[config.mk]
export PLATFORM = sky130hd
export DESIGN_NAME = cv32e41s_instr_obi_arbiter
export DESIGN_NICKNAME = d
export VERILOG_FILES = /design/src/rtl/cv32e41s_instr_obi_arbiter_pkg.sv /design/src/rtl/cv32e41s_instr_owner_fifo.sv /design/src/rtl/cv32e41s_instr_obi_arbiter.sv
export SDC_FILE = /design/constraint.sdc
export NUM_CORES = 1
export LEC_CHECK = 0
export BUFFER_PORTS_ARGS = -buffer_cell sky130_fd_sc_hd__buf_2
export CAP_MARGIN = 20
export CORE_MARGIN = 4
export CORE_UTILIZATION = 32
export DETAILED_ROUTE_END_ITERATION = 12
export HOLD_SLACK_MARGIN = 0.02
export MAX_ROUTING_LAYER = met4
export PLACE_DENSITY_LB_ADDON = 0.1
export SLEW_MARGIN = 20
export SYNTH_ARGS = -nofsm -noshare
export SYNTH_HDL_FRONTEND = slang
export SYNTH_SLANG_ARGS = --single-unit
export TNS_END_PERCENT = 30
[constraint.sdc]
create_clock -name clk -period 1.67 [get_ports clk]
set_input_delay 0.334 -clock clk [delete_from_list [all_inputs] [get_ports clk]]
set_output_delay 0.334 -clock clk [all_outputs]
set_load 0.01 [all_outputs]
[src/rtl/cv32e41s_instr_obi_arbiter_pkg.sv]
// Shared types and constants for the instruction-side OBI arbiter.
package cv32e41s_instr_obi_arbiter_pkg;

    // One record per accepted transaction: who issued it and whether its
    // response must be swallowed because a flush happened while it was in flight.
    typedef struct packed {
        logic id;
        logic discard;
    } owner_entry_t;

    localparam logic REQ_PREFETCH  = 1'b0;
    localparam logic REQ_SECONDARY = 1'b1;

    // Unlocked grant choice: a lone requester wins; on a tie the requester
    // that did not win last time wins.
    function automatic logic rr_pick(input logic v0, input logic v1, input logic last);
        if (v0 && v1) begin
            return ~last;
        end
        return v1;
    endfunction

endpackage

[src/rtl/cv32e41s_instr_owner_fifo.sv]
// In-order owner FIFO: one entry per accepted transaction, popped per response.
// Flush marks every stored entry as discard; an entry pushed in the flush
// cycle overwrites its slot and so stays unmarked.
module cv32e41s_instr_owner_fifo
    import cv32e41s_instr_obi_arbiter_pkg::*;
#(
    parameter int DEPTH     = 2,
    parameter int CNT_WIDTH = $clog2(DEPTH + 1)
) (
    input  logic                 clk,
    input  logic                 rst_n,
    input  logic                 push_i,
    input  owner_entry_t         push_data_i,
    input  logic                 pop_i,
    input  logic                 flush_i,
    output owner_entry_t         head_o,
    output logic                 empty_o,
    output logic [CNT_WIDTH-1:0] cnt_o
);

    localparam int PTR_W = (DEPTH > 1) ? $clog2(DEPTH) : 1;
    localparam logic [PTR_W-1:0]     LAST_PTR = PTR_W'(DEPTH - 1);
    localparam logic [CNT_WIDTH-1:0] FULL_CNT = CNT_WIDTH'(DEPTH);

    owner_entry_t         mem_q [DEPTH];
    logic [PTR_W-1:0]     rd_ptr_q;
    logic [PTR_W-1:0]     wr_ptr_q;
    logic [CNT_WIDTH-1:0] cnt_q;
    logic                 push_en;
    logic                 pop_en;

    function automatic logic [PTR_W-1:0] ptr_inc(input logic [PTR_W-1:0] p);
        return (p == LAST_PTR) ? '0 : p + PTR_W'(1);
    endfunction

    // Guard against overflow/underflow so the pointers can never desynchronise.
    always_comb begin
        push_en = push_i && (cnt_q != FULL_CNT);
        pop_en  = pop_i && (cnt_q != '0);
    end

    // Storage, pointers and occupancy. Marking free slots on flush is harmless
    // because a push always writes a fresh entry with discard cleared.
    always_ff @(posedge clk or negedge rst_n) begin
        if (!rst_n) begin
            for (int i = 0; i < DEPTH; i++) begin
                mem_q[i] <= '0;
            end
            rd_ptr_q <= '0;
            wr_ptr_q <= '0;
            cnt_q    <= '0;
        end else begin
            if (flush_i) begin
                for (int i = 0; i < DEPTH; i++) begin
                    mem_q[i].discard <= 1'b1;
                end
            end
            if (pop_en) begin
                rd_ptr_q <= ptr_inc(rd_ptr_q);
            end
            if (push_en) begin
                mem_q[wr_ptr_q] <= push_data_i;
                wr_ptr_q        <= ptr_inc(wr_ptr_q);
            end
            case ({push_en, pop_en})
                2'b10:   cnt_q <= cnt_q + CNT_WIDTH'(1);
                2'b01:   cnt_q <= cnt_q - CNT_WIDTH'(1);
                default: cnt_q <= cnt_q;
            endcase
        end
    end

    assign head_o  = mem_q[rd_ptr_q];
    assign empty_o = (cnt_q == '0);
    assign cnt_o   = cnt_q;

endmodule

[src/rtl/cv32e41s_instr_obi_arbiter.sv]
// Shares the instruction OBI address channel between the prefetcher (0) and
// the secondary instruction-side master (1), and routes the in-order
// responses back to whoever issued each transaction.
//
// lock_q | meaning
// -------+-------------------------------------------------------------
//   0    | no address pending; grant follows round-robin selection
//   1    | lock_id_q has an offered, not yet accepted, address; grant held
module cv32e41s_instr_obi_arbiter
    import cv32e41s_instr_obi_arbiter_pkg::*;
#(
    parameter int MAX_OUTSTND = 2,
    parameter int CNT_WIDTH   = $clog2(MAX_OUTSTND + 1)
) (
    input  logic                 clk,
    input  logic                 rst_n,

    input  logic                 r0_trans_valid_i,
    output logic                 r0_trans_ready_o,
    input  logic [31:0]          r0_trans_addr_i,
    output logic                 r0_resp_valid_o,

    input  logic                 r1_trans_valid_i,
    output logic                 r1_trans_ready_o,
    input  logic [31:0]          r1_trans_addr_i,
    output logic                 r1_resp_valid_o,

    input  logic                 flush_i,

    output logic                 trans_valid_o,
    input  logic                 trans_ready_i,
    output logic [31:0]          trans_addr_o,
    input  logic                 resp_valid_i,

    output logic [CNT_WIDTH-1:0] outstnd_cnt_o,
    output logic                 busy_o,
    output logic                 protocol_err_o
);

    localparam logic [CNT_WIDTH-1:0] MAX_CNT = CNT_WIDTH'(MAX_OUTSTND);

    logic                 lock_q;
    logic                 lock_id_q;
    logic                 last_q;

    logic                 gnt;
    logic                 gnt_valid;
    logic [31:0]          gnt_addr;
    logic                 accept;
    logic                 pop;
    logic                 deliver;

    owner_entry_t         push_entry;
    owner_entry_t         head;
    logic                 fifo_empty;
    logic [CNT_WIDTH-1:0] cnt;

    // Grant selection: a pending offer keeps the grant, otherwise round-robin.
    always_comb begin
        gnt = rr_pick(r0_trans_valid_i, r1_trans_valid_i, last_q);
        if (lock_q) begin
            gnt = lock_id_q;
        end
        gnt_valid = (gnt == REQ_SECONDARY) ? r1_trans_valid_i : r0_trans_valid_i;
        gnt_addr  = (gnt == REQ_SECONDARY) ? r1_trans_addr_i  : r0_trans_addr_i;
    end

    // Address channel towards OBI. The outstanding limit uses the registered
    // count only, so a same-cycle response cannot reopen the channel early.
    always_comb begin
        trans_valid_o    = gnt_valid && (cnt < MAX_CNT);
        trans_addr_o     = trans_valid_o ? gnt_addr : 32'h0;
        accept           = trans_valid_o && trans_ready_i;
        r0_trans_ready_o = accept && (gnt == REQ_PREFETCH);
        r1_trans_ready_o = accept && (gnt == REQ_SECONDARY);
    end

    // Response routing from the registered FIFO head; a flush in the same
    // cycle swallows the response being popped.
    always_comb begin
        pop             = resp_valid_i && !fifo_empty;
        deliver         = pop && !head.discard && !flush_i;
        r0_resp_valid_o = deliver && (head.id == REQ_PREFETCH);
        r1_resp_valid_o = deliver && (head.id == REQ_SECONDARY);
        protocol_err_o  = resp_valid_i && fifo_empty;
        push_entry      = '{id: gnt, discard: 1'b0};
    end

    // Lock and round-robin history; flush deliberately leaves the lock alone.
    always_ff @(posedge clk or negedge rst_n) begin
        if (!rst_n) begin
            lock_q    <= 1'b0;
            lock_id_q <= REQ_PREFETCH;
            last_q    <= REQ_SECONDARY;
        end else if (accept) begin
            lock_q <= 1'b0;
            last_q <= gnt;
        end else if (trans_valid_o) begin
            lock_q    <= 1'b1;
            lock_id_q <= gnt;
        end
    end

    cv32e41s_instr_owner_fifo #(
        .DEPTH     (MAX_OUTSTND),
        .CNT_WIDTH (CNT_WIDTH)
    ) u_owner_fifo (
        .clk         (clk),
        .rst_n       (rst_n),
        .push_i      (accept),
        .push_data_i (push_entry),
        .pop_i       (pop),
        .flush_i     (flush_i),
        .head_o      (head),
        .empty_o     (fifo_empty),
        .cnt_o       (cnt)
    );

    assign outstnd_cnt_o = cnt;
    assign busy_o        = (cnt != '0) || trans_valid_o;

endmodule

==> results of run 1 <==
-- timing repair --
action                     in CTS  in global routing
hold endpoints to repair       10                  0
pin swaps                       4                  5
buffers inserted                0                  2
hold buffers                    1                  0
setup endpoints to repair      40                 42
resized for setup              13                  9
cloned                          0                  3
-- through the flow --
stage               setup TNS, ps  total power [mW]  worst slack, ps
CTS                        -12380              2.86             -388
global route               -16710              3.38             -492
detailed placement          -2540              2.56             -104
finish                     -12840              3.14             -403
floorplan                   -1760              1.80            -66.9
global placement            -3260              2.56             -115
-- area by class of cell --
class                   count  area (sq um)
clock buffers               4          26.3
repair buffers            131           792
flip-flops and latches     11           279
inverters                   2          12.5
multi-input cells         103           798
well taps                  44          55.1
fillers                   316          1160
-- cell families (layout without fill, tap and decap cells) --
logic type,after synthesis,count (layout),synth area share (%)
AOI/OAI and AO/OA,9,9,5.50
xor gates and xnor gates,5,5,4.09
adders and majority gates,1,1,1.17
buffers and inverters,10,137,5.15
DFF,11,11,25.8
muxes,38,38,36.7
and+or+nand+nor,50,50,21.5
-- power groups by stage --
stage	logic (mW)	registers, mW	clock network (mW)
5_1_grt	2.61	0.558	0.210
4_1_cts	2.14	0.528	0.193
2_1_floorplan	1.27	0.523	0
3_3_place_gp	2.04	0.522	0
6_report	2.41	0.546	0.181
3_5_place_dp	2.04	0.518	0
-- flip-flops by register name, indices dropped and copies added (netlist names) --
signal                 count
last_q                     1
lock_id_q                  1
lock_q                     1
u_owner_fifo.cnt_o         2
u_owner_fifo.mem_q         4
u_owner_fifo.rd_ptr_q      1
u_owner_fifo.wr_ptr_q      1
-- metal layers --
metal	share of wire [%]	wire (um)
met1	40	1540
met2	50	1960
met3	8.4	326
met4	1.7	65
met5	0	0
-- worst max-delay path by stage --
stage / endpoint / cells past startpoint
global route: trans_addr_o[13] / 7
CTS: trans_addr_o[28] / 6
global placement: u_owner_fifo.mem_q[3] / 5
floorplan: trans_addr_o[0] / 6
detailed placement: u_owner_fifo.mem_q[3] / 6
finish: trans_addr_o[24] / 7
-- placed cells by master, fill, tap and decap left out, drive strengths merged --
master / Yosys / final
a211o: 1 / 1
a21boi: 1 / 1
and2: 1 / 1
buf: 5 / 128
clkbuf: 3 / 6
clkinv: 1 / 1
dfrtp: 10 / 10
dfstp: 1 / 1
dlygate4sd3: 0 / 1
ha: 1 / 1
inv: 1 / 1
mux2: 4 / 4
mux2i: 34 / 34
nand2: 5 / 5
nand3: 1 / 1
nor2: 39 / 39
nor2b: 1 / 1
nor3b: 1 / 1
nor4: 1 / 1
nor4b: 1 / 1
o21a: 1 / 1
o21ai: 4 / 4
o31ai: 2 / 2
xnor2: 4 / 4
xor2: 1 / 1
-- worst register-to-register path, stage by stage (launching register included) --
cell and delay [ps]:
sky130_fd_sc_hd__dfrtp_1 400, sky130_fd_sc_hd__mux2i_1 140, sky130_fd_sc_hd__a211o_1 340, sky130_fd_sc_hd__buf_4 210
sky130_fd_sc_hd__nor3b_4 190, sky130_fd_sc_hd__mux2_1 340
==> flow_summary.ini, run 1 <==
[setup_path]
regToRegSetupSlack_ps = -70
worstRegToRegCells = 5
cp.required_ps = 1340
crit_path_end_kind = primary output
crit_chain = nand2_2 > a21boi_4 > buf_6 > clkbuf_16 > mux2i_1 > nor2_1 > buf_2
critical_path.reg2reg.endpoint = u_owner_fifo.mem_q[3]
critical_path_fanouts_max = 5
crit_arrival_ps = 1740
slowest_delay_ps = 540
criticalPathCategory = flop to primary output
cp_slowest_cell = sky130_fd_sc_hd__dfstp_2
cpLargestDelayFamily = flip-flops
critical_path.reg2reg.startpoint = lock_id_q
count_of_buffer_and_inverter_cells_on_the_critical_path = 3
startpoint = last_q
worstSetupStartpointType = flop

[grt]
met2_usage_pct = 28.5
grt_antenna_before_repair = 0
globalRouteTotalUtil_pct = 17.1
globalRouteMet1Util_pct = 19.2
pin_count_of_the_biggest_net_entering_global_routing = 28
grt_overflow_total = 0
wire_length_of_the_first_global_routing_pass_um = 5620
use_met3_pct = 4.93
grt_pass1_vias = 1309
global_route.peak_usage_layer = met2

[final_layout]
diodes = 0
final_cell_area_excluding_filler_cells_sq_um = 1960
num-nets-final = 324
final_cell_count_no_fill = 295
proportion_of_layout_cells_with_a_drive_suffix_above_1_pct = 60.6
finish.utilization_pct = 62.8
area.growth.synth_to_final_pct = 83.5

[power_and_ir_drop]
power.switching_mw = 1.34
power_density_nw_per_um2 = 1600
peakVddDrop_mv = 0.904
clock_network_power_share_pct = 5.8
p_comb_share_pct = 76.9
power_report.internal_total_mw = 1.80
power.switching_fraction_pct = 42.7
static-leakage-power_nw = 1.20
seqPwrFrac_pct = 17.4

[route]
ant_nets = 0
remaining_drc_errors = 0
routed_via_density = 4.52
detail_route.first_pass.iterations = 4
routed-via-count = 1334
avgRoutedWirePerCell_um = 13.2
detail_route.wirelength_um = 3890
drt-initial-drc-count = 28

[min_path]
timing.hold.worst.class = input pin to flop
timing.hold.worst_endpoint = u_owner_fifo.mem_q[0]
hold_start = flush_i
hold_depth = 2

[sta]
timing.final.crit_share_pct = 124
hold-worst-slack_ps = 375
relative_slew_margins_pct = 78.4
worst_pin_slew_ps = 321
rsz0062_at_grt = yes
report.final.setup_viol = 40
fmax_ghz = 0.482
finalMaxSlewViolations = 0
timing.final.crit_period_ps = 2070
timing_hold_violations_final = 0
clock_skews_ps = 6.96
finalWorstSetupSlack_ps = -403

[clock_network]
tritoncts_clock_tree = done
cts_sinks = 11
clkTransAtPathRegs_ps = 70
cts-buffers-inserted = 3
clock_tree.root_cell = sky130_fd_sc_hd__clkbuf_4
buffer_levels_on_the_longest_clock_path = 2
insertion_delay_ps = 270
cts_max_level = 1

[floorplan]
fp.dieW_um = 65.8
die_footprint_sq_um = 4330
fp.coreArea_sq_um = 3130
floorplan.initialDensity_pct = 34.2
placement_rows = 20
fp.dieH_um = 65.8
io-pin-count = 112

[synth]
seq_area_frac_synth_pct = 25.8
synth_flop_cell = sky130_fd_sc_hd__dfrtp_1
ys_types = 28
netlist.area_leader.share_pct = 31.8
synthesis.area_sq_um = 1070
synthTopCellsByCount = 39 x sky130_fd_sc_hd__nor2_1, 34 x sky130_fd_sc_hd__mux2i_1, 10 x sky130_fd_sc_hd__dfrtp_1
synth.yosys.warnings = 0
ys_ff_latch = 11
syn-num-nets = 196
postSynthAreaPerCell_sq_um = 8.63
synth_top_cells_by_area = sky130_fd_sc_hd__mux2i_1 32%, sky130_fd_sc_hd__dfrtp_1 23%, sky130_fd_sc_hd__nor2_1 14%
async_flop_share_pct = 100
synth_enable_flop_cells = 0
mapped_cells = 124
synth.most_common_cell = sky130_fd_sc_hd__nor2_1
yosys.area.top_type = sky130_fd_sc_hd__mux2i_1

[outcome]
violations = setup timing
run_status = complete, but fails checks

[placement]
placed_area_sq_um = 1770
numPortBuffers = 111
dpl.hpwl_um = 3000
place_congestion = 0.768
dp_cells = 285

[job]
maxCapViolations = 0
No activity file was read; power rests on OpenSTA's default activity.
==> run 2, diff against run 1 <==
--- a/config.mk
+++ b/config.mk
@@ -13,6 +13,7 @@
 export HOLD_SLACK_MARGIN = 0.02
 export MAX_ROUTING_LAYER = met4
 export PLACE_DENSITY_LB_ADDON = 0.1
+export SETUP_SLACK_MARGIN = 0.15
 export SLEW_MARGIN = 20
 export SYNTH_ARGS = -nofsm -noshare
 export SYNTH_HDL_FRONTEND = slang
==> run 2 against run 1 <==
Compared with the run above:
- the run still ends with setup timing left
- final cell count shrank 0.34%
- routed wire length increased by 6.3%
- clock power rose by 3%
- clock-buffer cell count is the same
- largest cell class unchanged
==> flow_summary.ini, run 2 (synthesis gave the netlist of run 1 again) <==
[route]
routed_via_density = 4.70
avgRoutedWirePerCell_um = 14.1
remaining_drc_errors = 0
detail_route.wirelength_um = 4140
drt-initial-drc-count = 41
ant_nets = 0
detail_route.first_pass.iterations = 4
routed-via-count = 1381

[setup_path]
cpLargestDelayFamily = flip-flops
cp.required_ps = 1340
critical_path_fanouts_max = 7
critical_path.reg2reg.endpoint = u_owner_fifo.cnt_o[1]
critical_path.reg2reg.startpoint = lock_id_q
count_of_buffer_and_inverter_cells_on_the_critical_path = 3
crit_path_end_kind = primary output
crit_chain = nand2_2 > a21boi_4 > buf_4 > buf_12 > mux2i_1 > nor2_2 > buf_2
slowest_delay_ps = 540
regToRegSetupSlack_ps = -100
criticalPathCategory = flop to primary output
worstRegToRegCells = 8
crit_arrival_ps = 1740
cp_slowest_cell = sky130_fd_sc_hd__dfstp_2
worstSetupStartpointType = flop

[final_layout]
final.fill_count = 250
num-nets-final = 323
largest_register = u_owner_fifo.mem_q
highest_count_cells_in_the_layout_ignoring_fill_and_taps = 111 x sky130_fd_sc_hd__buf_2, 29 x sky130_fd_sc_hd__nor2_2, 26 x sky130_fd_sc_hd__mux2i_1
diodes = 0
finish.utilization_pct = 67.3
largest_register_ff_count = 4
mostFrequentLayoutCell = sky130_fd_sc_hd__buf_2
final_cell_count_no_fill = 294
area.growth.synth_to_final_pct = 96.7
proportion_of_layout_cells_with_a_drive_suffix_above_1_pct = 73.6

[power_and_ir_drop]
power_report.internal_total_mw = 1.94
power_density_nw_per_um2 = 1630
seqPwrFrac_pct = 15.7
peakVddDrop_mv = 0.836
p_comb_share_pct = 78.9
clock_network_power_share_pct = 5.5
post_route_total_power_mw = 3.43
static-leakage-power_nw = 1.17
power.switching_fraction_pct = 43.3
power.switching_mw = 1.49

[placement]
place_congestion = 0.754
dp_cells = 283
dpl.hpwl_um = 3240
numPortBuffers = 111

[sta]
rsz0062_at_grt = yes
worst_pin_slew_ps = 285
fmax_ghz = 0.483
finalWorstSetupSlack_ps = -402
clock_skews_ps = 2.38
relative_slew_margins_pct = 80.8
setup_tns_ps = -13780
finalMaxSlewViolations = 0
report.final.setup_viol = 41
timing.final.crit_period_ps = 2070
timing.final.crit_share_pct = 124
hold-worst-slack_ps = 389
timing_hold_violations_final = 0

[floorplan]
placement_rows = 20
io-pin-count = 112
floorplan.initialDensity_pct = 34.2
fp.dieH_um = 65.8
fp.dieW_um = 65.8
fp.coreArea_sq_um = 3130
die_footprint_sq_um = 4330

[grt]
grt_pass1_vias = 1361
globalRouteTotalUtil_pct = 17.2
grt_antenna_before_repair = 0
wire_length_of_the_first_global_routing_pass_um = 5790
pin_count_of_the_biggest_net_entering_global_routing = 20
grt_overflow_total = 0

[min_path]
timing.hold.worst.class = input pin to flop
hold_depth = 3
timing.hold.worst_endpoint = u_owner_fifo.mem_q[2]
hold_start = flush_i

[outcome]
violations = setup timing
run_status = complete, but fails checks

[clock_network]
tritoncts_clock_tree = done
cts-buffers-inserted = 3
buffer_levels_on_the_longest_clock_path = 2
cts_sinks = 11
clkTransAtPathRegs_ps = 70
clock_tree.root_cell = sky130_fd_sc_hd__clkbuf_4
cts_max_level = 1
insertion_delay_ps = 270

[job]
maxCapViolations = 0
-- run 2: cell count changes in the layout (fill, tap and decap cells not counted), moves of 2 or more --
cell / change
sky130_fd_sc_hd__mux2i_4: +2
sky130_fd_sc_hd__mux2i_1: -7
sky130_fd_sc_hd__mux2i_2: +5
sky130_fd_sc_hd__buf_6: -5
sky130_fd_sc_hd__nor2_1: -27
sky130_fd_sc_hd__dfrtp_2: -2
sky130_fd_sc_hd__nor2_2: +27
sky130_fd_sc_hd__dfrtp_1: +2
sky130_fd_sc_hd__buf_12: +3
-- run 2: metal layers --
| metal | vias to the layer above | wire (um) | track usage (%) | part of all wire (%) |
|---|---|---|---|---|
| li1 | 680 | - | - | - |
| met4 | 0 | 34 | 5.44 | 0.82 |
| met5 | - | 0 | - | 0 |
| met3 | 4 | 342 | 3.06 | 8.3 |
| met2 | 58 | 2300 | 35.0 | 55 |
| met1 | 639 | 1470 | 15.6 | 35 |
-- run 2: worst reg2reg max path, cell delays in order (launching register included) --
cell,delay [ps]
sky130_fd_sc_hd__dfrtp_1,410
sky130_fd_sc_hd__mux2i_1,170
sky130_fd_sc_hd__a211o_4,420
sky130_fd_sc_hd__clkinv_8,80
sky130_fd_sc_hd__nand2_8,60
sky130_fd_sc_hd__ha_4,170
sky130_fd_sc_hd__xnor2_1,110
sky130_fd_sc_hd__nor2_1,130
sky130_fd_sc_hd__xor2_1,140
-- run 2: per-stage QoR --
| step | area [sq um] | setup WS (ps) |
|---|---|---|
| final | 2100 | -402 |
| after global routing | 2100 | -492 |
| after CTS | 1990 | -421 |
| after detailed placement | 1890 | -141 |
| after global placement | 1890 | -92.2 |
| after floorplan | 1200 | 44.5 |
-- run 2: repair_timing --
item,CTS,global route
hold buffers,1,0
setup buffers,2,2
endpoints found under the setup margin,47,47
gates resized for setup,5,16
cloned,1,1
hold endpoints to repair,10,0
-- run 2: layout make-up --
class	instances	area (sq um)	area share, %
clock buffer	4	26.3	1.25
inverter	2	20.0	0.951
multi-input combinational	103	931	44.2
sequential	11	277	13.1
tap	44	55.1	2.62
timing repair buffer	130	796	37.8
-- run 2: power groups by stage --
stage	clock (mW)	sequential, mW	combinational, mW
2_1_floorplan	0	0.523	1.55
3_3_place_gp	0	0.514	2.25
4_1_cts	0.190	0.527	2.49
3_5_place_dp	0	0.527	2.31
5_1_grt	0.203	0.553	2.90
6_report	0.187	0.537	2.70
-- run 2: how the worst max path moves through the flow --
stage / to / cells after the start / startpoint / slack (ps)
floorplan: trans_addr_o[0] / 6 / last_q / 40
global placement: trans_addr_o[2] / 7 / r1_trans_valid_i / -90
detailed placement: trans_addr_o[2] / 6 / last_q / -140
CTS: trans_addr_o[3] / 7 / last_q / -420
global route: trans_addr_o[24] / 7 / last_q / -490
finish: trans_addr_o[8] / 7 / last_q / -400
==> run 3, diff against run 2 <==
--- a/config.mk
+++ b/config.mk
@@ -5,10 +5,12 @@
 export SDC_FILE = /design/constraint.sdc
 export NUM_CORES = 1
 export LEC_CHECK = 0
+export ABC_AREA = 1
 export BUFFER_PORTS_ARGS = -buffer_cell sky130_fd_sc_hd__buf_2
 export CAP_MARGIN = 20
 export CORE_MARGIN = 4
-export CORE_UTILIZATION = 32
+export CORE_UTILIZATION = 33
+export CTS_BUF_LIST = sky130_fd_sc_hd__clkbuf_8
 export DETAILED_ROUTE_END_ITERATION = 12
 export HOLD_SLACK_MARGIN = 0.02
 export MAX_ROUTING_LAYER = met4
==> run 3 against run 2 <==
Compared with the run above:
- the flow still finishes with violations (setup timing)
- utilization is 1.1 points higher
- routed wire length grew 3.5%
- sequential share of layout area down 0.25 points
- die area increased by 1.0%
- clock power is 44% higher
- worst setup slack improved by 130 ps
- clock skew barely moved
- first-iteration DRC count up 17%
- maximum frequency up 6.7%
- critical path type unchanged
- highest routed layer unchanged
==> flow_summary.ini, run 3 <==
[clock_network]
tritoncts_clock_tree = done
insertion_delay_ps = 240
cts_sinks = 11
cts-buffers-inserted = 3
clock_tree.root_cell = sky130_fd_sc_hd__clkbuf_8
buffer_levels_on_the_longest_clock_path = 2
clkTransAtPathRegs_ps = 50
cts_max_level = 1

[synth]
async_flop_share_pct = 100
synthesis.area_sq_um = 1120
mapped_cells = 177
post_synthesis_simple_gate_area_fraction_pct = 41.3
post_synth_fa_ha_maj_area_fraction_pct = 1.12
yosys.area.top_type = sky130_fd_sc_hd__nand2_1
yosys-mux-area-fraction_pct = 0
synth.most_common_cell = sky130_fd_sc_hd__nand2_1
ys_types = 26
synth_top_family_by_area = simple AND/OR/NAND/NOR gates
seq_area_frac_synth_pct = 24.8
synth_flop_cell = sky130_fd_sc_hd__dfrtp_1
ys_ff_latch = 11
compound_gate_fraction_of_synth_area_pct = 19.5
synth.yosys.warnings = 0
syn-num-nets = 249
synth_enable_flop_cells = 0
synth_top_cells_by_area = sky130_fd_sc_hd__nand2_1 25%, sky130_fd_sc_hd__dfrtp_1 22%, sky130_fd_sc_hd__a21oi_1 16%
postSynthAreaPerCell_sq_um = 6.31
netlist.area_leader.share_pct = 25.2
synthTopCellsByCount = 75 x sky130_fd_sc_hd__nand2_1, 36 x sky130_fd_sc_hd__a21oi_1, 10 x sky130_fd_sc_hd__dfrtp_1
synth_xor_xnor_area_share_pct = 2.35

[route]
detail_route.wirelength_um = 4280
drt-initial-drc-count = 48
routed_via_density = 4.72
remaining_drc_errors = 0
avgRoutedWirePerCell_um = 12.2
routed-via-count = 1653
detail_route.first_pass.iterations = 4
ant_nets = 0

[setup_path]
worstSetupStartpointType = flop
crit_arrival_ps = 1610
timing.critical_path.mode_cell = sky130_fd_sc_hd__nand3_4
critical_path_fanouts_max = 9
cp.required_ps = 1340
slowest_delay_ps = 530
crit_path_end_kind = primary output
cp_slowest_cell = sky130_fd_sc_hd__dfstp_2
criticalPathCategory = flop to primary output
crit_chain = nand2_2 > nand3_4 > buf_6 > nand3_4 > nand3_4 > clkbuf_16 > nand2_1 > buf_2

[sta]
timing_hold_violations_final = 0
finalMaxSlewViolations = 0
worst_pin_slew_ps = 284
timing.final.crit_period_ps = 1940
rsz0062_at_grt = yes
finalWorstSetupSlack_ps = -273
fmax_ghz = 0.515
timing.final.crit_share_pct = 116
clock_skews_ps = 2.45
report.final.setup_viol = 37
relative_slew_margins_pct = 81.0

[grt]
wire_length_of_the_first_global_routing_pass_um = 6310
grt_antenna_before_repair = 0
grt_pass1_vias = 1448
globalRouteTotalUtil_pct = 18.1
pin_count_of_the_biggest_net_entering_global_routing = 21
grt_overflow_total = 0

[placement]
dpl.hpwl_um = 3100
place_congestion = 0.810
numPortBuffers = 111
dp_cells = 335
dp_worst_setup_slack_ps = -62.8

[floorplan]
fp.dieW_um = 66.2
fp.dieH_um = 66.2
placement_rows = 20
io-pin-count = 112
die_footprint_sq_um = 4380
floorplan.initialDensity_pct = 35.4
fp.coreArea_sq_um = 3150

[outcome]
violations = setup timing
run_status = complete, but fails checks

[min_path]
timing.hold.worst.class = input pin to flop

[final_layout]
largest_register_ff_count = 4
final_cell_count_no_fill = 350
mostFrequentLayoutCell = sky130_fd_sc_hd__buf_2
final.fill_count = 275
highest_count_cells_in_the_layout_ignoring_fill_and_taps = 110 x sky130_fd_sc_hd__buf_2, 66 x sky130_fd_sc_hd__nand2_1, 21 x sky130_fd_sc_hd__a21oi_2
num-nets-final = 379
diodes = 0
largest_register = u_owner_fifo.mem_q
proportion_of_layout_cells_with_a_drive_suffix_above_1_pct = 62.4
area.growth.synth_to_final_pct = 93.0

[power_and_ir_drop]
power_density_nw_per_um2 = 1640
static-leakage-power_nw = 1.17
peakVddDrop_mv = 1.04

[job]
maxCapViolations = 0
## run 3: area by class of cell
class	count	area, sq um	share of cell area (%)
Multi-Input combinational cell	147	865	40.1
Sequential cell	11	278	12.9
Clock buffer	3	41.3	1.92
Tap cell	44	55.1	2.56
Clock inverter	1	5.00	0.232
Timing Repair Buffer	134	866	40.2
Inverter	10	45.0	2.09
## run 3: repair_timing
item | 4_1_cts | 5_1_grt
gates resized for setup | 11 | 22
hold buffers | 1 | 0
gates cloned | 2 | 2
endpoints found under the hold margin | 10 | 0
endpoints found under the setup margin | 40 | 42
pin swaps | 6 | 1
buffers inserted | 3 | 3
## run 3: cells by family after synthesis
kind of cell               Yosys count
and+or+nand+nor                    101
AOI/OAI and AO/OA                   42
buffers and inverters               19
DFF                                 11
xor gates and xnor gates             3
adders and majority gates            1
## run 3: final timing paths
kind	startpoint	depth (start not counted)	endpoint	slack [ps]
max in group asynchronous	rst_n	2	last_q	920
setup reg to reg	last_q	10	u_owner_fifo.cnt_o[1]	-120
min in group asynchronous	rst_n	2	u_owner_fifo.mem_q[0]	490
setup / recovery	last_q	8	busy_o	-270
hold / removal	flush_i	3	u_owner_fifo.mem_q[2]	390
hold reg to reg	u_owner_fifo.mem_q[1]	2	u_owner_fifo.mem_q[1]	470
## run 3: per-layer routing
metal | part of all wire, % | global-route usage [%] | up-vias | wire length, um
met5 | 0 | - | - | 0
met4 | 1.2 | 5.58 | 0 | 50
met3 | 8.4 | 2.89 | 6 | 358
met2 | 51 | 31.7 | 70 | 2210
met1 | 39 | 21.2 | 746 | 1670
li1 | - | - | 831 | -
## run 3: power breakdown
| part | switching, mW | internal, mW |
|---|---|---|
| Sequential | 0.104 | 0.401 |
| Clock | 0.105 | 0.164 |
| Combinational | 1.45 | 1.30 |
| Total | 1.66 | 1.87 |
## run 3: through the flow
step	setup TNS [ps]	instance area, sq um	hold slack, ps	power (mW)	util, %
3_5_place_dp	-62.8	1840	215	2.69	58.4
6_report	-8410	2150	389	3.52	68.3
4_1_cts	-7990	2020	388	3.24	63.9
5_1_grt	-11960	2150	425	3.83	68.3
3_3_place_gp	-16.4	1840	214	2.69	58.4
2_1_floorplan	0	1180	38.4	1.91	-
## run 3: worst max-delay path: cells and delay by family (launching register included)
family | cells | cell delay, ps
simple gates | 5 | 390
buf+inv | 3 | 440
flops | 1 | 530
